**src/rtl/gc_input_conditioner_if.sv**
```systemverilog
`default_nettype none
// ============================================================================
//  gc_input_conditioner_if
//  Receiver-side button/stick levels and conditioned game events.
//  Revision: 1.0
// ============================================================================
interface gc_input_conditioner_if;
    logic       A;
    logic       B;
    logic       X;
    logic       Y;
    logic       start_pause;
    logic       Z;
    logic       D_UP;
    logic       D_DOWN;
    logic       D_LEFT;
    logic       D_RIGHT;
    logic [7:0] JOY_X;
    logic [7:0] JOY_Y;
    logic [5:0] btn_held;
    logic [5:0] btn_press;
    logic [3:0] dir_held;
    logic [3:0] dir_pulse;

    modport master (
        output A, B, X, Y, start_pause, Z,
        output D_UP, D_DOWN, D_LEFT, D_RIGHT,
        output JOY_X, JOY_Y,
        input  btn_held, btn_press, dir_held, dir_pulse
    );

    modport slave (
        input  A, B, X, Y, start_pause, Z,
        input  D_UP, D_DOWN, D_LEFT, D_RIGHT,
        input  JOY_X, JOY_Y,
        output btn_held, btn_press, dir_held, dir_pulse
    );
endinterface
`default_nettype wire

```
**src/rtl/gc_input_conditioner.sv**
```systemverilog
`default_nettype none
// ============================================================================
//  gc_input_conditioner
//  Button press pulses, hysteretic stick/D-pad direction merge, auto-repeat.
//  Revision: 1.0
// ============================================================================
module gc_input_conditioner #(
    parameter int TICK_CYCLES  = 100000,
    parameter int DEADZONE_ON  = 40,
    parameter int DEADZONE_OFF = 24,
    parameter int REPEAT_DELAY = 300,
    parameter int REPEAT_RATE  = 100
) (
    input  logic                   clk,
    input  logic                   reset,
    gc_input_conditioner_if.slave  gc
);

    localparam int c_tick_w  = $clog2((TICK_CYCLES > 1) ? TICK_CYCLES : 2);
    localparam int c_rep_max = (REPEAT_DELAY > REPEAT_RATE) ? REPEAT_DELAY : REPEAT_RATE;
    localparam int c_cnt_w   = $clog2(c_rep_max + 1);

    localparam logic [c_tick_w-1:0] c_tick_last = c_tick_w'(TICK_CYCLES - 1);
    localparam logic [c_cnt_w-1:0]  c_cnt_one   = c_cnt_w'(1);
    localparam logic [c_cnt_w-1:0]  c_delay     = c_cnt_w'(REPEAT_DELAY);
    localparam logic [c_cnt_w-1:0]  c_rate      = c_cnt_w'(REPEAT_RATE);

    localparam logic [8:0] c_center = 9'd128;
    localparam logic [8:0] c_on     = 9'(DEADZONE_ON);
    localparam logic [8:0] c_off    = 9'(DEADZONE_OFF);
    localparam logic [8:0] c_hi_on  = c_center + c_on;
    localparam logic [8:0] c_hi_off = c_center + c_off;

    typedef enum logic [1:0] {
        ST_IDLE   = 2'd0,
        ST_DELAY  = 2'd1,
        ST_REPEAT = 2'd2
    } dir_state_t;

    function automatic logic hyst(input logic cur, input logic set_c, input logic clr_c);
        if (set_c) return 1'b1;
        if (clr_c) return 1'b0;
        return cur;
    endfunction

    logic [5:0] w_buttons;
    logic [3:0] w_dpad;
    logic [5:0] r_btn_held;
    logic [5:0] r_btn_prev;
    logic [5:0] r_btn_press;
    logic [3:0] r_dpad_s1;
    logic [3:0] r_dpad_s2;
    logic [7:0] r_joy_x;
    logic [7:0] r_joy_y;
    logic [3:0] r_stick;
    logic [3:0] w_stick_nxt;
    logic [3:0] w_raw_dir;
    logic [3:0] w_resolved;
    logic [3:0] r_dir_held;
    logic [3:0] w_dir_pulse;
    logic [8:0] w_x;
    logic [8:0] w_y;
    logic [c_tick_w-1:0] r_tick_cnt;
    logic                w_tick;

    assign w_buttons = {gc.Z, gc.start_pause, gc.Y, gc.X, gc.B, gc.A};
    assign w_dpad    = {gc.D_UP, gc.D_DOWN, gc.D_LEFT, gc.D_RIGHT};

    // Stage 1: sample raw receiver levels; press pulses derive from held levels.
    always_ff @(posedge clk) begin
        if (reset) begin
            r_btn_held  <= '0;
            r_btn_prev  <= '0;
            r_btn_press <= '0;
            r_dpad_s1   <= '0;
            r_joy_x     <= '0;
            r_joy_y     <= '0;
        end else begin
            r_btn_held  <= w_buttons;
            r_btn_prev  <= r_btn_held;
            r_btn_press <= r_btn_held & ~r_btn_prev;
            r_dpad_s1   <= w_dpad;
            r_joy_x     <= gc.JOY_X;
            r_joy_y     <= gc.JOY_Y;
        end
    end

    // Widened to 9 bits so center +/- deadzone never wraps.
    assign w_x = {1'b0, r_joy_x};
    assign w_y = {1'b0, r_joy_y};

    assign w_stick_nxt[0] = hyst(r_stick[0], w_x >= c_hi_on,          w_x < c_hi_off);
    assign w_stick_nxt[1] = hyst(r_stick[1], (w_x + c_on) <= c_center, (w_x + c_off) > c_center);
    assign w_stick_nxt[2] = hyst(r_stick[2], (w_y + c_on) <= c_center, (w_y + c_off) > c_center);
    assign w_stick_nxt[3] = hyst(r_stick[3], w_y >= c_hi_on,          w_y < c_hi_off);

    // Stage 2: D-pad is delayed alongside the stick flags so both sources line up.
    always_ff @(posedge clk) begin
        if (reset) begin
            r_stick   <= '0;
            r_dpad_s2 <= '0;
        end else begin
            r_stick   <= w_stick_nxt;
            r_dpad_s2 <= r_dpad_s1;
        end
    end

    assign w_raw_dir = r_dpad_s2 | r_stick;

    always_comb begin
        w_resolved = w_raw_dir;
        if (w_raw_dir[3] && w_raw_dir[2]) w_resolved[3:2] = 2'b00;
        if (w_raw_dir[1] && w_raw_dir[0]) w_resolved[1:0] = 2'b00;
    end

    always_ff @(posedge clk) begin
        if (reset) begin
            r_dir_held <= '0;
        end else begin
            r_dir_held <= w_resolved;
        end
    end

    // Free-running repeat timebase, shared by all directions.
    assign w_tick = (r_tick_cnt == c_tick_last);

    always_ff @(posedge clk) begin
        if (reset) begin
            r_tick_cnt <= '0;
        end else if (w_tick) begin
            r_tick_cnt <= '0;
        end else begin
            r_tick_cnt <= r_tick_cnt + c_tick_w'(1);
        end
    end

    for (genvar i = 0; i < 4; i++) begin : g_dir
        dir_state_t         r_state;
        dir_state_t         w_state_nxt;
        logic [c_cnt_w-1:0] r_cnt;
        logic [c_cnt_w-1:0] w_cnt_nxt;
        logic [c_cnt_w-1:0] w_cnt_inc;
        logic               r_pulse;
        logic               w_pulse_nxt;

        assign w_cnt_inc = r_cnt + c_cnt_one;

        always_ff @(posedge clk) begin
            if (reset) begin
                r_state <= ST_IDLE;
                r_cnt   <= '0;
                r_pulse <= 1'b0;
            end else begin
                r_state <= w_state_nxt;
                r_cnt   <= w_cnt_nxt;
                r_pulse <= w_pulse_nxt;
            end
        end

        // A dropped level always returns to IDLE, even on a due repeat.
        always_comb begin
            w_state_nxt = r_state;
            w_cnt_nxt   = r_cnt;
            w_pulse_nxt = 1'b0;
            if (!r_dir_held[i]) begin
                w_state_nxt = ST_IDLE;
                w_cnt_nxt   = '0;
            end else begin
                case (r_state)
                    ST_IDLE: begin
                        w_pulse_nxt = 1'b1;
                        w_cnt_nxt   = '0;
                        w_state_nxt = ST_DELAY;
                    end
                    ST_DELAY: begin
                        if (w_tick) begin
                            if (w_cnt_inc == c_delay) begin
                                w_pulse_nxt = 1'b1;
                                w_cnt_nxt   = '0;
                                w_state_nxt = ST_REPEAT;
                            end else begin
                                w_cnt_nxt = w_cnt_inc;
                            end
                        end
                    end
                    ST_REPEAT: begin
                        if (w_tick) begin
                            if (w_cnt_inc == c_rate) begin
                                w_pulse_nxt = 1'b1;
                                w_cnt_nxt   = '0;
                            end else begin
                                w_cnt_nxt = w_cnt_inc;
                            end
                        end
                    end
                    default: begin
                        w_state_nxt = ST_IDLE;
                        w_cnt_nxt   = '0;
                    end
                endcase
            end
        end

        assign w_dir_pulse[i] = r_pulse;
    end

    assign gc.btn_held  = r_btn_held;
    assign gc.btn_press = r_btn_press;
    assign gc.dir_held  = r_dir_held;
    assign gc.dir_pulse = w_dir_pulse;

endmodule
`default_nettype wire

```
**src/flat_wrapper.sv**
```systemverilog
// flat-port wrapper written by rule: the top's interface ports become plain ports
module gc_input_conditioner_flat 
#(
    parameter int TICK_CYCLES  = 100000,
    parameter int DEADZONE_ON  = 40,
    parameter int DEADZONE_OFF = 24,
    parameter int REPEAT_DELAY = 300,
    parameter int REPEAT_RATE  = 100
)
  (clk, reset, gc_A, gc_B, gc_X, gc_Y, gc_start_pause, gc_Z, gc_D_UP, gc_D_DOWN, gc_D_LEFT, gc_D_RIGHT, gc_JOY_X, gc_JOY_Y, gc_btn_held, gc_btn_press, gc_dir_held, gc_dir_pulse);
  gc_input_conditioner_if gc_i ();
  input  logic clk;
  input  logic reset;
  input wire logic [$bits(gc_i.A)-1:0] gc_A;
  input wire logic [$bits(gc_i.B)-1:0] gc_B;
  input wire logic [$bits(gc_i.X)-1:0] gc_X;
  input wire logic [$bits(gc_i.Y)-1:0] gc_Y;
  input wire logic [$bits(gc_i.start_pause)-1:0] gc_start_pause;
  input wire logic [$bits(gc_i.Z)-1:0] gc_Z;
  input wire logic [$bits(gc_i.D_UP)-1:0] gc_D_UP;
  input wire logic [$bits(gc_i.D_DOWN)-1:0] gc_D_DOWN;
  input wire logic [$bits(gc_i.D_LEFT)-1:0] gc_D_LEFT;
  input wire logic [$bits(gc_i.D_RIGHT)-1:0] gc_D_RIGHT;
  input wire logic [$bits(gc_i.JOY_X)-1:0] gc_JOY_X;
  input wire logic [$bits(gc_i.JOY_Y)-1:0] gc_JOY_Y;
  output wire logic [$bits(gc_i.btn_held)-1:0] gc_btn_held;
  output wire logic [$bits(gc_i.btn_press)-1:0] gc_btn_press;
  output wire logic [$bits(gc_i.dir_held)-1:0] gc_dir_held;
  output wire logic [$bits(gc_i.dir_pulse)-1:0] gc_dir_pulse;
  assign gc_i.A = gc_A;
  assign gc_i.B = gc_B;
  assign gc_i.X = gc_X;
  assign gc_i.Y = gc_Y;
  assign gc_i.start_pause = gc_start_pause;
  assign gc_i.Z = gc_Z;
  assign gc_i.D_UP = gc_D_UP;
  assign gc_i.D_DOWN = gc_D_DOWN;
  assign gc_i.D_LEFT = gc_D_LEFT;
  assign gc_i.D_RIGHT = gc_D_RIGHT;
  assign gc_i.JOY_X = gc_JOY_X;
  assign gc_i.JOY_Y = gc_JOY_Y;
  assign gc_btn_held = gc_i.btn_held;
  assign gc_btn_press = gc_i.btn_press;
  assign gc_dir_held = gc_i.dir_held;
  assign gc_dir_pulse = gc_i.dir_pulse;
  gc_input_conditioner #(.TICK_CYCLES(TICK_CYCLES), .DEADZONE_ON(DEADZONE_ON), .DEADZONE_OFF(DEADZONE_OFF), .REPEAT_DELAY(REPEAT_DELAY), .REPEAT_RATE(REPEAT_RATE)) u_core (.clk(clk), .reset(reset), .gc(gc_i));
endmodule
```
**config.mk**
```make
export PLATFORM = sky130hd
export DESIGN_NAME = gc_input_conditioner_flat
export DESIGN_NICKNAME = d
export VERILOG_FILES = /design/src/rtl/gc_input_conditioner_if.sv /design/src/rtl/gc_input_conditioner.sv /design/src/flat_wrapper.sv
export SDC_FILE = /design/constraint.sdc
export NUM_CORES = 1
export LEC_CHECK = 0
export CORE_AREA = 2 2 143 117
export DETAILED_ROUTE_END_ITERATION = 10
export DIE_AREA = 0 0 145 119
export GPL_TIMING_DRIVEN = 0
export HOLD_SLACK_MARGIN = 0.08
export PLACE_DENSITY = 0.56
export SLEW_MARGIN = 25
export SYNTH_ARGS = -nofsm -noshare
export SYNTH_HDL_FRONTEND = slang
export SYNTH_SLANG_ARGS = --single-unit
```
**constraint.sdc**
```tcl
create_clock -name clk -period 2.95 [get_ports clk]
set_input_delay 0.295 -clock clk [delete_from_list [all_inputs] [get_ports clk]]
set_output_delay 0.295 -clock clk [all_outputs]
set_load 0.05 [all_outputs]
```
* Word-level counts from Yosys, hierarchy flattened
Cells that the tools add are included.
** Operators by class
- Mux-type cells :: 80
- Add/subtract/negate cells :: 9
- Reductions and logical operators :: 25
- Bitwise gates (word level) :: 11
- Eq/ne operators :: 29
- Magnitude comparators :: 8
** Operators by type and width (number)
- two-way mux 9 bit :: 16
- case mux 9 bit (2 select lines) :: 4
- two-way mux 1 bit :: 44
- adder 9 x 1 -> 9 bit, second input constant :: 4
- == test 9 x 7 -> 1 bit, second input constant :: 4
- == test 9 bit, second input constant :: 4
- inequality test 2 x 1 -> 1 bit, second input constant :: 12
- case mux 2 bit (3 select lines) :: 4
- adder 8 x 5 -> 9 bit, second input constant :: 2
- adder 8 x 6 -> 9 bit, second input constant :: 2
- greater-than comparator 9 x 8 -> 1 bit, second input constant :: 2
- less-or-equal comparator 9 x 8 -> 1 bit, second input constant :: 2
- adder 17 x 1 -> 17 bit, second input constant :: 1
- == test 17 bit, second input constant :: 1
- >= comparator 8 bit, second input constant :: 2
- < comparator 8 bit, second input constant :: 2
- two-way mux 2 bit :: 8
- OR reduction 2 bit :: 7
- case mux 1 bit (3 select lines) :: 4
- AND reduction 3 bit :: 4
- == test 2 x 1 -> 1 bit, second input constant :: 4
- == test 2 bit, second input constant :: 4
- logical NOT 2 bit :: 4
- inverter 1 bit :: 8
- other kinds (6) :: 13
** Word-level totals
- Bits of input ports :: 28
- Bits in registers :: 115

* Depth between registers and ports, before layout
Gate-level depths: netlist (run 1).
- Depth in word-level cells :: 6
- Mapped depth :: 9

* Worst setup path after synthesis (run 1)
OpenSTA, ideal clock, no wires.
- Path kind :: reg2reg
- From :: reg u_core.g_dir[2].r_cnt[0]
- To :: reg u_core.g_dir[2].r_cnt[2]
- Required time :: 2833 ps
- Stages on the path, launching flop included :: 8
- Arrival time :: 2116 ps
- Slack :: 717 ps
- Path buffers :: 0
- Cells stage by stage :: dfxtp_1 -> ha_1 -> or4bb_1 -> or3_1 -> o311a_4 -> nand2b_4 -> nor2_1 -> a22o_1
** Between the ends
- Longest elaborated chain between the ends :: 5
- Elaborated cells between the ends (all ways) :: 8
- Those cells by class :: add/sub: 1; eq/ne: 2; mux: 5
** RTL lines
- start: declaration :: RTL line gc_input_conditioner.sv:140 : logic [c_cnt_w-1:0] r_cnt;
- start signal: assignment :: RTL line gc_input_conditioner.sv:155 : r_cnt <= w_cnt_nxt;
- adder 9 x 1 -> 9 bit (*) :: RTL line gc_input_conditioner.sv:146 : assign w_cnt_inc = r_cnt + c_cnt_one;
- == test 9 x 7 -> 1 bit / == test 9 bit (equally long branches) :: RTL line gc_input_conditioner.sv:188, gc_input_conditioner.sv:177
- two-way mux 9 bit (on tied branches) :: RTL line gc_input_conditioner.sv:188, gc_input_conditioner.sv:177
- two-way mux 9 bit (on tied branches) :: RTL line gc_input_conditioner.sv:187, gc_input_conditioner.sv:176
- case mux 9 bit (2 select lines) (*) :: RTL line gc_input_conditioner.sv:169 : case (r_state)
Mark *: on every way between the ends. The rest lies on a longest branch, timed or not. The select of a mux whose other input is x is not followed.
A chain may end at the register's enable or synchronous reset.

* Final worst setup path (run 1)
- From :: reg u_core.r_tick_cnt[0]
- To :: reg u_core.g_dir[1].r_cnt[3]
** Between the ends
- Longest elaborated chain between the ends :: 3
- Elaborated cells between the ends (all ways) :: 4
- Those cells by class :: eq/ne: 3; reduce/logical: 1
** RTL lines
- start: declaration :: RTL line gc_input_conditioner.sv:63 : logic [c_tick_w-1:0] r_tick_cnt;
- start signal: assignment :: RTL line gc_input_conditioner.sv:133 : r_tick_cnt <= r_tick_cnt + c_tick_w'(1);
- == test 17 bit (*) :: RTL line gc_input_conditioner.sv:125 : assign w_tick = (r_tick_cnt == c_tick_last);
- inequality test 2 x 1 -> 1 bit (no source line)
- AND reduction 2 bit (no source line) (*)
- end signal: assignment :: RTL line gc_input_conditioner.sv:155
- end: declaration :: RTL line gc_input_conditioner.sv:140
Mark *: on every way between the ends. The rest lies on a longest branch, timed or not.

==> results_dict.tcl, run 1 <==
set metrics [dict create \
    r2r-start "u_core.r_tick_cnt[0]" \
    setup_viol 0 \
    first_iter_violations 282 \
    rows 42 \
    critPathArrivalTime_ps 2980 \
    hold_path.class "reg2reg" \
    synth_edf_count 0 \
    grt_pass1_wl_mm 20.7 \
    p_sw_uw 914 \
    p_leak_uw 0.00243 \
    ys.flop_type "dfxtp_1" \
    cts-root-buf "clkbuf_16" \
    relSlewSlack 0.478 \
    netlist_area_um2 5480 \
    start_util 0.342 \
    hold_violations 0 \
    n_antenna_cell 0 \
    drive_gt1_frac 0.0710 \
    yosysWarnings 0 \
    p_int_uw 2770 \
    power_frac_comb 0.059 \
    yosysSeqAreaShare 0.420 \
    cts.htree.levels 4 \
    vdd_drop_max_v 0.000406 \
    critical_path_class "reg2reg" \
    die_area_um2 17300 \
    synth_area_leader_cell "dfxtp_1" \
    cp.required_ps 3290 \
    dr.pass1.iters 5 \
    grt_pass1_vias 4600 \
    drcViolationCount 0 \
    portBuffers 47 \
    hold_start "u_core.r_btn_prev[3]" \
    setup_tns_ps 0 \
    clkTransAtPathRegs_ps 60 \
    final_nets 762 \
    core_area_um2 16000 \
    finalCriticalPeriod_ps 2640 \
    rr_worst_depth 8 \
    area_growth_pct 23.6 \
    holdPathEnd "u_core.gc.btn_press[3]" \
    cts_tree "yes" \
    worstMarginPinSlew_ps 781 \
    switching_share 0.248 \
    synth_fp_nets 696 \
    end_kind "flop" \
    antenna_found_initial 0 \
    cts_made_buffers 17 \
    grt_max_degree 17 \
    gp_congestion 0.856 \
    worstHoldPathCells 1 \
    fin_cells 938 \
    async_flop_share 0 \
    slew_viol_final 0 \
    fin_crit_sh 0.894 \
    placedCellCount 906 \
    gr-total-overflow 0 \
    status "finished clean" \
    grt_util_all_layers 0.146 \
    antenna_left 0 \
    die_y_um 119 \
    ioPinCount 48 \
    post-cts-setup-buffer-count 0 \
    cp_max_fo 10 \
    rrSetupSlack_ps 310 \
    clk_latency_ps 420 \
    die_x_um 145 \
    ys_seq_elements 115 \
    syn_inst 639 \
    postSynthAreaPerCell_um2 8.58 \
    critPathLaunchType "flop" \
    wl_mm 11.9 \
    power_frac_seq 0.439 \
    cap_violations 0 \
    r2r_end "u_core.g_dir[1].r_cnt[3]" \
    fmax_ghz 0.379 \
    cts_sinks 115 \
    pwr-share-clk 0.502 \
    p_per_area_nw_per_um2 544 \
    fin_skew_ps 8.20 \
    viasPerCell 5.01 \
    rsz0062_at_grt "false" \
    hpwlAfterDp_mm 8.54 \
    yosysTopAreaCellShare 0.420 \
    yosys.cell_types.count 63 \
    cts_max_path_buffers 2 \
    post_drt_wl_per_cell_um 12.7 \
    vias 4701 \
    synth_area_leaders "dfxtp_1 42%, ha_1 6.6%, nor2b_1 6.0%" \
]
-- cell families after synthesis --
| kind of cell | share of synthesized area |
|---|---|
| DFF | 0.420 |
| and+or+nand+nor | 0.276 |
| AOI/OAI and AO/OA | 0.153 |
| buffers and inverters | 0.0399 |
| xor gates and xnor gates | 0.0415 |
| adders and majority gates | 0.0662 |
| muxes | 0.00365 |
-- layout by cell type, fill, tap and decap left out, drive strengths merged, types with 3 or more instances in the layout --
| cell | instances |
|---|---|
| and3 | 13 |
| o31ai | 7 |
| xnor2 | 11 |
| nand3b | 6 |
| clkbuf | 33 |
| nand2b | 11 |
| clkdlybuf4s50 | 47 |
| o2111ai | 5 |
| a22o | 7 |
| a21oi | 40 |
| a31oi | 5 |
| xor2 | 15 |
| nand3 | 33 |
| a211oi | 4 |
| nand2 | 47 |
| nor2 | 58 |
| clkinv | 8 |
| o41ai | 5 |
| nor3 | 24 |
| o21a | 5 |
| inv | 31 |
| nand4 | 10 |
| dfxtp | 115 |
| ha | 29 |
| o22ai | 8 |
| nor2b | 53 |
| or3 | 11 |
| clkinvlp | 3 |
| o21ai | 29 |
| buf | 10 |
-- metal layers --
layer | global-route usage | share of wire | vias to the layer above
li1 | - | - | 2384
met1 | 0.180 | 0.46 | 2195
met2 | 0.232 | 0.46 | 112
met3 | 0.0525 | 0.062 | 10
met4 | 0.0588 | 0.012 | 0
met5 | 0 | 0 | -
-- cell type report --
cell class | instances | area (µm²)
fillers | 1581 | 9250
multi-input cells | 471 | 2970
inverters | 28 | 105
plain buffers | 25 | 114
well taps | 220 | 275
clock inverters | 14 | 108
repair buffers | 47 | 470
flip-flops and latches | 115 | 2300
clock buffers | 18 | 429
-- synth_stat cells, drive strengths merged, types with 2 or more instances --
master,n
ha,29
a31oi,5
a211oi,4
xnor2,11
nand3b,6
o21a,5
a22o,7
nor2,58
and3,13
nor2b,53
nand2b,11
o21ai,29
buf,10
xor2,15
clkbuf,15
mux2i,2
nor3b,2
a21oi,40
nand4,10
nand2,47
a22oi,2
or3,11
inv,28
o41ai,5
dfxtp,115
o2111ai,5
nor4,2
nand3,33
o22ai,8
nor3,24
o31ai,7
a41oi,2
nor4b,2
or4b,2
a21o,2
-- power by group through the flow --
stage	registers, µW	logic, µW	clock network, µW
3_5_place_dp	1650	219	0
3_3_place_gp	1650	217	0
5_1_grt	1620	241	1980
2_1_floorplan	1680	99.0	0
4_1_cts	1620	220	1900
6_report	1620	218	1850
-- state kept, by name (all words and copies together), names as in the netlist --
name,flops
u_core.g_dir.r_cnt,36
u_core.gc.btn_press,6
u_core.g_dir.r_state,8
u_core.r_joy_x,8
u_core.gc.dir_held,4
u_core.r_stick,4
u_core.r_dpad_s1,4
u_core.r_joy_y,8
u_core.r_btn_prev,6
u_core.r_dpad_s2,4
u_core.r_tick_cnt,17
u_core.gc.btn_held,6
u_core.g_dir.r_pulse,4
-- per-stage QoR --
step	setup WS (ps)	hold slack (ps)	util	cell area, µm²	power, µW
5_1_grt	47.3	394	0.423	6780	3840
3_3_place_gp	112	371	0.389	6230	1870
4_1_cts	90.8	387	0.422	6770	3740
3_5_place_dp	101	378	0.389	6230	1870
2_1_floorplan	717	367	-	5480	1780
6_report	313	384	0.423	6780	3680
-- how the worst max path moves through the flow --
stage                                         from                    endpoint  cells past startpoint
after floorplan           u_core.g_dir[2].r_cnt[0]    u_core.g_dir[2].r_cnt[2]                      7
after global placement        u_core.r_tick_cnt[0]    u_core.g_dir[0].r_cnt[3]                      8
after detailed placement      u_core.r_tick_cnt[0]    u_core.g_dir[0].r_cnt[3]                      8
after CTS                     u_core.r_tick_cnt[0]    u_core.g_dir[0].r_cnt[3]                      8
after global routing          u_core.r_tick_cnt[0]  u_core.g_dir[3].r_state[0]                      9
final                         u_core.r_tick_cnt[0]    u_core.g_dir[1].r_cnt[3]                      8
-- repair_timing --
item / in CTS / in global routing
gates resized for setup: 0 / 2
hold buffers: 0 / 0
endpoints found under the setup margin: 0 / 10
-- worst max-delay path, cell delays in order, from the launching register on --
cell	delay (ps)
dfxtp_1	340
ha_1	220
and4_1	260
nand3_1	110
nor2_1	480
nor2_1	350
a211oi_2	450
nand2_1	180
o22ai_1	170
Power figures use the tool's default switching activity.
==> run 2, diff against run 1 <==
--- a/config.mk
+++ b/config.mk
@@ -5,12 +5,12 @@
 export SDC_FILE = /design/constraint.sdc
 export NUM_CORES = 1
 export LEC_CHECK = 0
-export CORE_AREA = 2 2 143 117
+export CORE_AREA = 2 2 153 110
 export DETAILED_ROUTE_END_ITERATION = 10
-export DIE_AREA = 0 0 145 119
+export DIE_AREA = 0 0 155 112
 export GPL_TIMING_DRIVEN = 0
 export HOLD_SLACK_MARGIN = 0.08
-export PLACE_DENSITY = 0.56
+export PLACE_DENSITY = 0.55
 export SLEW_MARGIN = 25
 export SYNTH_ARGS = -nofsm -noshare
 export SYNTH_HDL_FRONTEND = slang
==> results_dict.tcl, run 2 (same netlist as run 1, synthesis figures left out) <==
set metrics [dict create \
    hold_violations 0 \
    core_area_um2 16000 \
    gp_congestion 0.804 \
    largest-register "u_core.g_dir.r_cnt" \
    fill_cells 1554 \
    r2r_end "u_core.g_dir[1].r_cnt[3]" \
    viasPerCell 4.98 \
    status "finished clean" \
    rows 39 \
    largest_reg_flops 36 \
    met1Wirelength_mm 5.87 \
    gr-total-overflow 0 \
    post-cts-setup-buffer-count 0 \
    antenna_found_initial 0 \
    relSlewSlack 0.529 \
    first_iter_violations 184 \
    dr.pass1.iters 5 \
    die_area_um2 17400 \
    r2r-start "u_core.r_tick_cnt[0]" \
    grt_max_degree 17 \
    cp_max_fo 10 \
    hold_path.class "reg2reg" \
    top_layer "met4" \
    met2WireLength_mm 4.98 \
    fin_crit_sh 0.897 \
    wl_met3_um 833 \
    ioPinCount 48 \
    clkTransAtPathRegs_ps 70 \
    grt_pass1_wl_mm 20.3 \
    slew_viol_final 0 \
    n_antenna_cell 0 \
    p_leak_uw 0.00244 \
    holdPathEnd "u_core.gc.btn_press[3]" \
    die_x_um 155 \
    post_drt_wl_per_cell_um 12.8 \
    hold_start "u_core.r_btn_prev[3]" \
    drcViolationCount 0 \
    rrSetupSlack_ps 300 \
    area_growth_pct 23.3 \
    ctsHoldBuffers 0 \
    post-route-util 0.424 \
    layout_common_cells "115 x dfxtp_1, 57 x nor2_1, 53 x nor2b_1" \
    critPathLaunchType "flop" \
    cts_sinks 115 \
    rr_worst_depth 8 \
    setup_viol 0 \
    dp_slack_ps 48.0 \
    rsz0062_at_grt "false" \
    die_y_um 112 \
    vias 4594 \
    drive_gt1_frac 0.0724 \
    critPathArrivalTime_ps 2990 \
    top_regs "u_core.g_dir.r_cnt x36, u_core.r_tick_cnt x17" \
    clk_latency_ps 430 \
    finalCriticalPeriod_ps 2650 \
    cts_made_buffers 17 \
    worstMarginPinSlew_ps 704 \
    worstHoldPathCells 1 \
    portBuffers 47 \
    cts_tree "yes" \
    cts_max_path_buffers 2 \
    final_common_cell "dfxtp_1" \
    setup_slack_ps 303 \
    p_per_area_nw_per_um2 555 \
    grt_pass1_vias 4342 \
    ctsResizeCount 0 \
    cts-root-buf "clkbuf_16" \
    critical_path_class "reg2reg" \
    start_util 0.344 \
    holdWs_ps 381 \
    cts.htree.levels 4 \
    end_kind "flop" \
    final_nets 762 \
    setup_tns_ps 0 \
    antenna_left 0 \
    vdd_drop_max_v 0.000357 \
    cap_violations 0 \
    cp.required_ps 3300 \
    hpwlAfterDp_mm 8.51 \
    grt_util_all_layers 0.146 \
    wl_mm 11.8 \
    fmax_ghz 0.378 \
    fin_skew_ps 13.4 \
]
[run 2: layer usage]
metal / global-route usage / vias to the layer above
met5: 0 / -
met4: 0.0444 / 0
met3: 0.0599 / 12
met2: 0.218 / 118
met1: 0.193 / 2078
li1: - / 2386
[run 2: how the worst max path moves through the flow]
stage / startpoint / endpoint / cells after the start
floorplan: u_core.g_dir[2].r_cnt[0] / u_core.g_dir[2].r_cnt[2] / 7
global placement: u_core.r_tick_cnt[0] / u_core.g_dir[1].r_cnt[3] / 8
detailed placement: u_core.r_tick_cnt[0] / u_core.g_dir[1].r_cnt[3] / 8
CTS: u_core.r_tick_cnt[0] / u_core.g_dir[1].r_cnt[3] / 8
global route: u_core.r_tick_cnt[0] / u_core.g_dir[1].r_cnt[3] / 8
finish: u_core.r_tick_cnt[0] / u_core.g_dir[1].r_cnt[3] / 8
[run 2: critical path: stages, from the launching register on]
cell and delay (ps):
dfxtp_1 350, ha_1 220, and4_1 280, nand3_1 140, nor2_2 350, nor2_1 260
a211oi_1 560, nand2_1 220, o22ai_1 190
[run 2: layout make-up]
cell class / instances / area [µm²] / area share
Buffer: 25 / 114 / 0.0168
Clock buffer: 17 / 425 / 0.0629
Clock inverter: 15 / 120 / 0.0178
Inverter: 28 / 105 / 0.0155
Multi-Input combinational cell: 471 / 2970 / 0.439
Sequential cell: 115 / 2300 / 0.340
Tap cell: 205 / 256 / 0.0379
Timing Repair Buffer: 47 / 470 / 0.0696
[run 2: through the flow]
step           instances  cell area [µm²]  power (µW)
5_1_grt              923             6760        3900
4_1_cts              923             6760        3800
3_3_place_gp         891             6210        1870
6_report             923             6760        3750
2_1_floorplan        639             5480        1780
3_5_place_dp         891             6210        1870
[run 2: where the power goes]
| group | leakage, µW | internal (µW) | switching [µW] |
|---|---|---|---|
| clock | 0.000268 | 1090 | 825 |
| sequential | 0.000938 | 1590 | 23.3 |
| combinational | 0.00123 | 98.0 | 119 |
| total | 0.00244 | 2790 | 967 |
==> run 3, diff against run 2 <==
--- a/config.mk
+++ b/config.mk
@@ -5,11 +5,12 @@
 export SDC_FILE = /design/constraint.sdc
 export NUM_CORES = 1
 export LEC_CHECK = 0
-export CORE_AREA = 2 2 153 110
+export CORE_AREA = 5 5 156 113
 export DETAILED_ROUTE_END_ITERATION = 10
-export DIE_AREA = 0 0 155 112
+export DIE_AREA = 0 0 161 118
 export GPL_TIMING_DRIVEN = 0
 export HOLD_SLACK_MARGIN = 0.08
+export MAX_ROUTING_LAYER = met4
 export PLACE_DENSITY = 0.55
 export SLEW_MARGIN = 25
 export SYNTH_ARGS = -nofsm -noshare
==> results_dict.tcl, run 3 (same netlist as run 1, synthesis figures left out) <==
set metrics [dict create \
    area_growth_pct 24.5 \
    hold_path.class "reg2reg" \
    core_area_um2 16000 \
    critPathArrivalTime_ps 2850 \
    critical_path_class "reg2reg" \
    cts_max_path_buffers 2 \
    largest-register "u_core.g_dir.r_cnt" \
    hpwlAfterDp_mm 8.70 \
    setup_viol 0 \
    viasPerCell 5.05 \
    critPathLaunchType "flop" \
    worstMarginPinSlew_ps 766 \
    fmax_ghz 0.395 \
    fin_crit_sh 0.857 \
    place_area_um2 6210 \
    start_util 0.343 \
    dp_slack_ps -6.80 \
    slew_viol_final 0 \
    portBuffers 47 \
    dr.pass1.iters 7 \
    wl_mm 12.1 \
    top_regs "u_core.g_dir.r_cnt x36, u_core.r_tick_cnt x17" \
    p_per_area_nw_per_um2 577 \
    final_nets 762 \
    grt_pass1_wl_mm 20.7 \
    layout_common_cells "115 x dfxtp_1, 57 x nor2_1, 53 x nor2b_1" \
    ctsHoldBuffers 0 \
    grt_pass1_vias 4418 \
    cts_made_buffers 17 \
    antenna_found_initial 0 \
    p_leak_uw 0.00246 \
    gr-total-overflow 0 \
    setup_slack_ps 422 \
    ctsResizeCount 2 \
    drive_gt1_frac 0.0739 \
    holdWs_ps 381 \
    drcViolationCount 0 \
    power_uw 3940 \
    cts.htree.levels 4 \
    cp.required_ps 3270 \
    cts-root-buf "clkbuf_16" \
    n_antenna_cell 0 \
    largest_reg_flops 36 \
    final_cell_area_um2 6830 \
    die_y_um 118 \
    cp_max_fo 7 \
    cts_tree "yes" \
    cap_violations 0 \
    status "finished clean" \
    die_area_um2 19000 \
    hold_violations 0 \
    first_iter_violations 351 \
    final_common_cell "dfxtp_1" \
    grt_util_all_layers 0.133 \
    end_kind "flop" \
    post_drt_wl_per_cell_um 13.1 \
    die_x_um 161 \
    fin_cells 922 \
    post-cts-setup-buffer-count 0 \
    clkTransAtPathRegs_ps 50 \
    relSlewSlack 0.488 \
    grt_max_degree 17 \
    gp_congestion 0.846 \
    rsz0062_at_grt "false" \
    placedCellCount 891 \
    cts_sinks 115 \
    vias 4660 \
    vdd_drop_max_v 0.000365 \
    finalCriticalPeriod_ps 2530 \
    ioPinCount 48 \
    clk_latency_ps 400 \
    fin_skew_ps 11.6 \
    antenna_left 0 \
    rows 39 \
]
==> run 3: cell count changes in the layout (fill, tap and decap cells not counted) <==
cell,delta
a211oi_1,-1
bufinv_16,+3
clkinv_4,+1
clkinv_2,-2
clkbuf_2,+1
clkbuf_1,-1
inv_6,-3
a211oi_2,+1
clkinvlp_4,+1
inv_8,-1
==> run 3: area by class of cell <==
cell class	count	area [µm²]
clock inverter	14	179
inverter	28	105
sequential	115	2300
buffer	25	115
multi-input combinational	471	2970
clock buffer	17	425
tap	205	256
timing repair buffer	47	470
fill	1596	9180
==> run 3: power by group <==
| part | internal, µW | switching (µW) |
|---|---|---|
| clock network | 1340 | 768 |
| logic | 98.0 | 121 |
| registers | 1590 | 23.6 |
| total | 3030 | 913 |
==> run 3: final timing paths <==
path	slack [ps]	endpoint	cells after the start	startpoint
worst max-delay path	420	u_core.g_dir[1].r_cnt[2]	8	u_core.g_dir[1].r_cnt[0]
worst min-delay path	380	u_core.gc.btn_press[4]	1	u_core.r_btn_prev[4]
worst max register to register	420	u_core.g_dir[1].r_cnt[2]	8	u_core.g_dir[1].r_cnt[0]
worst min register to register	380	u_core.gc.btn_press[4]	1	u_core.r_btn_prev[4]
==> run 3: worst max-delay path, stage by stage, from the launching register on <==
cell      delay (ps)
dfxtp_1          400
ha_1             280
nand3_1          150
nor3_1           290
xnor2_1          230
o31ai_1          160
a21oi_1          590
nand3b_1         150
a31oi_1          190
==> run 3: per-layer routing <==
metal / vias up / share of wire / track usage
met5: - / 0 / -
met4: 0 / 0.0070 / 0.0309
met3: 8 / 0.072 / 0.0511
met2: 117 / 0.41 / 0.189
met1: 2157 / 0.51 / 0.178
li1: 2378 / - / -
==> run 3: metrics by stage <==
step	util	setup TNS, ps
after floorplan	-	0
after global placement	0.388	0
after detailed placement	0.388	-6.80
after CTS	0.426	0
after global routing	0.427	0
final	0.427	0
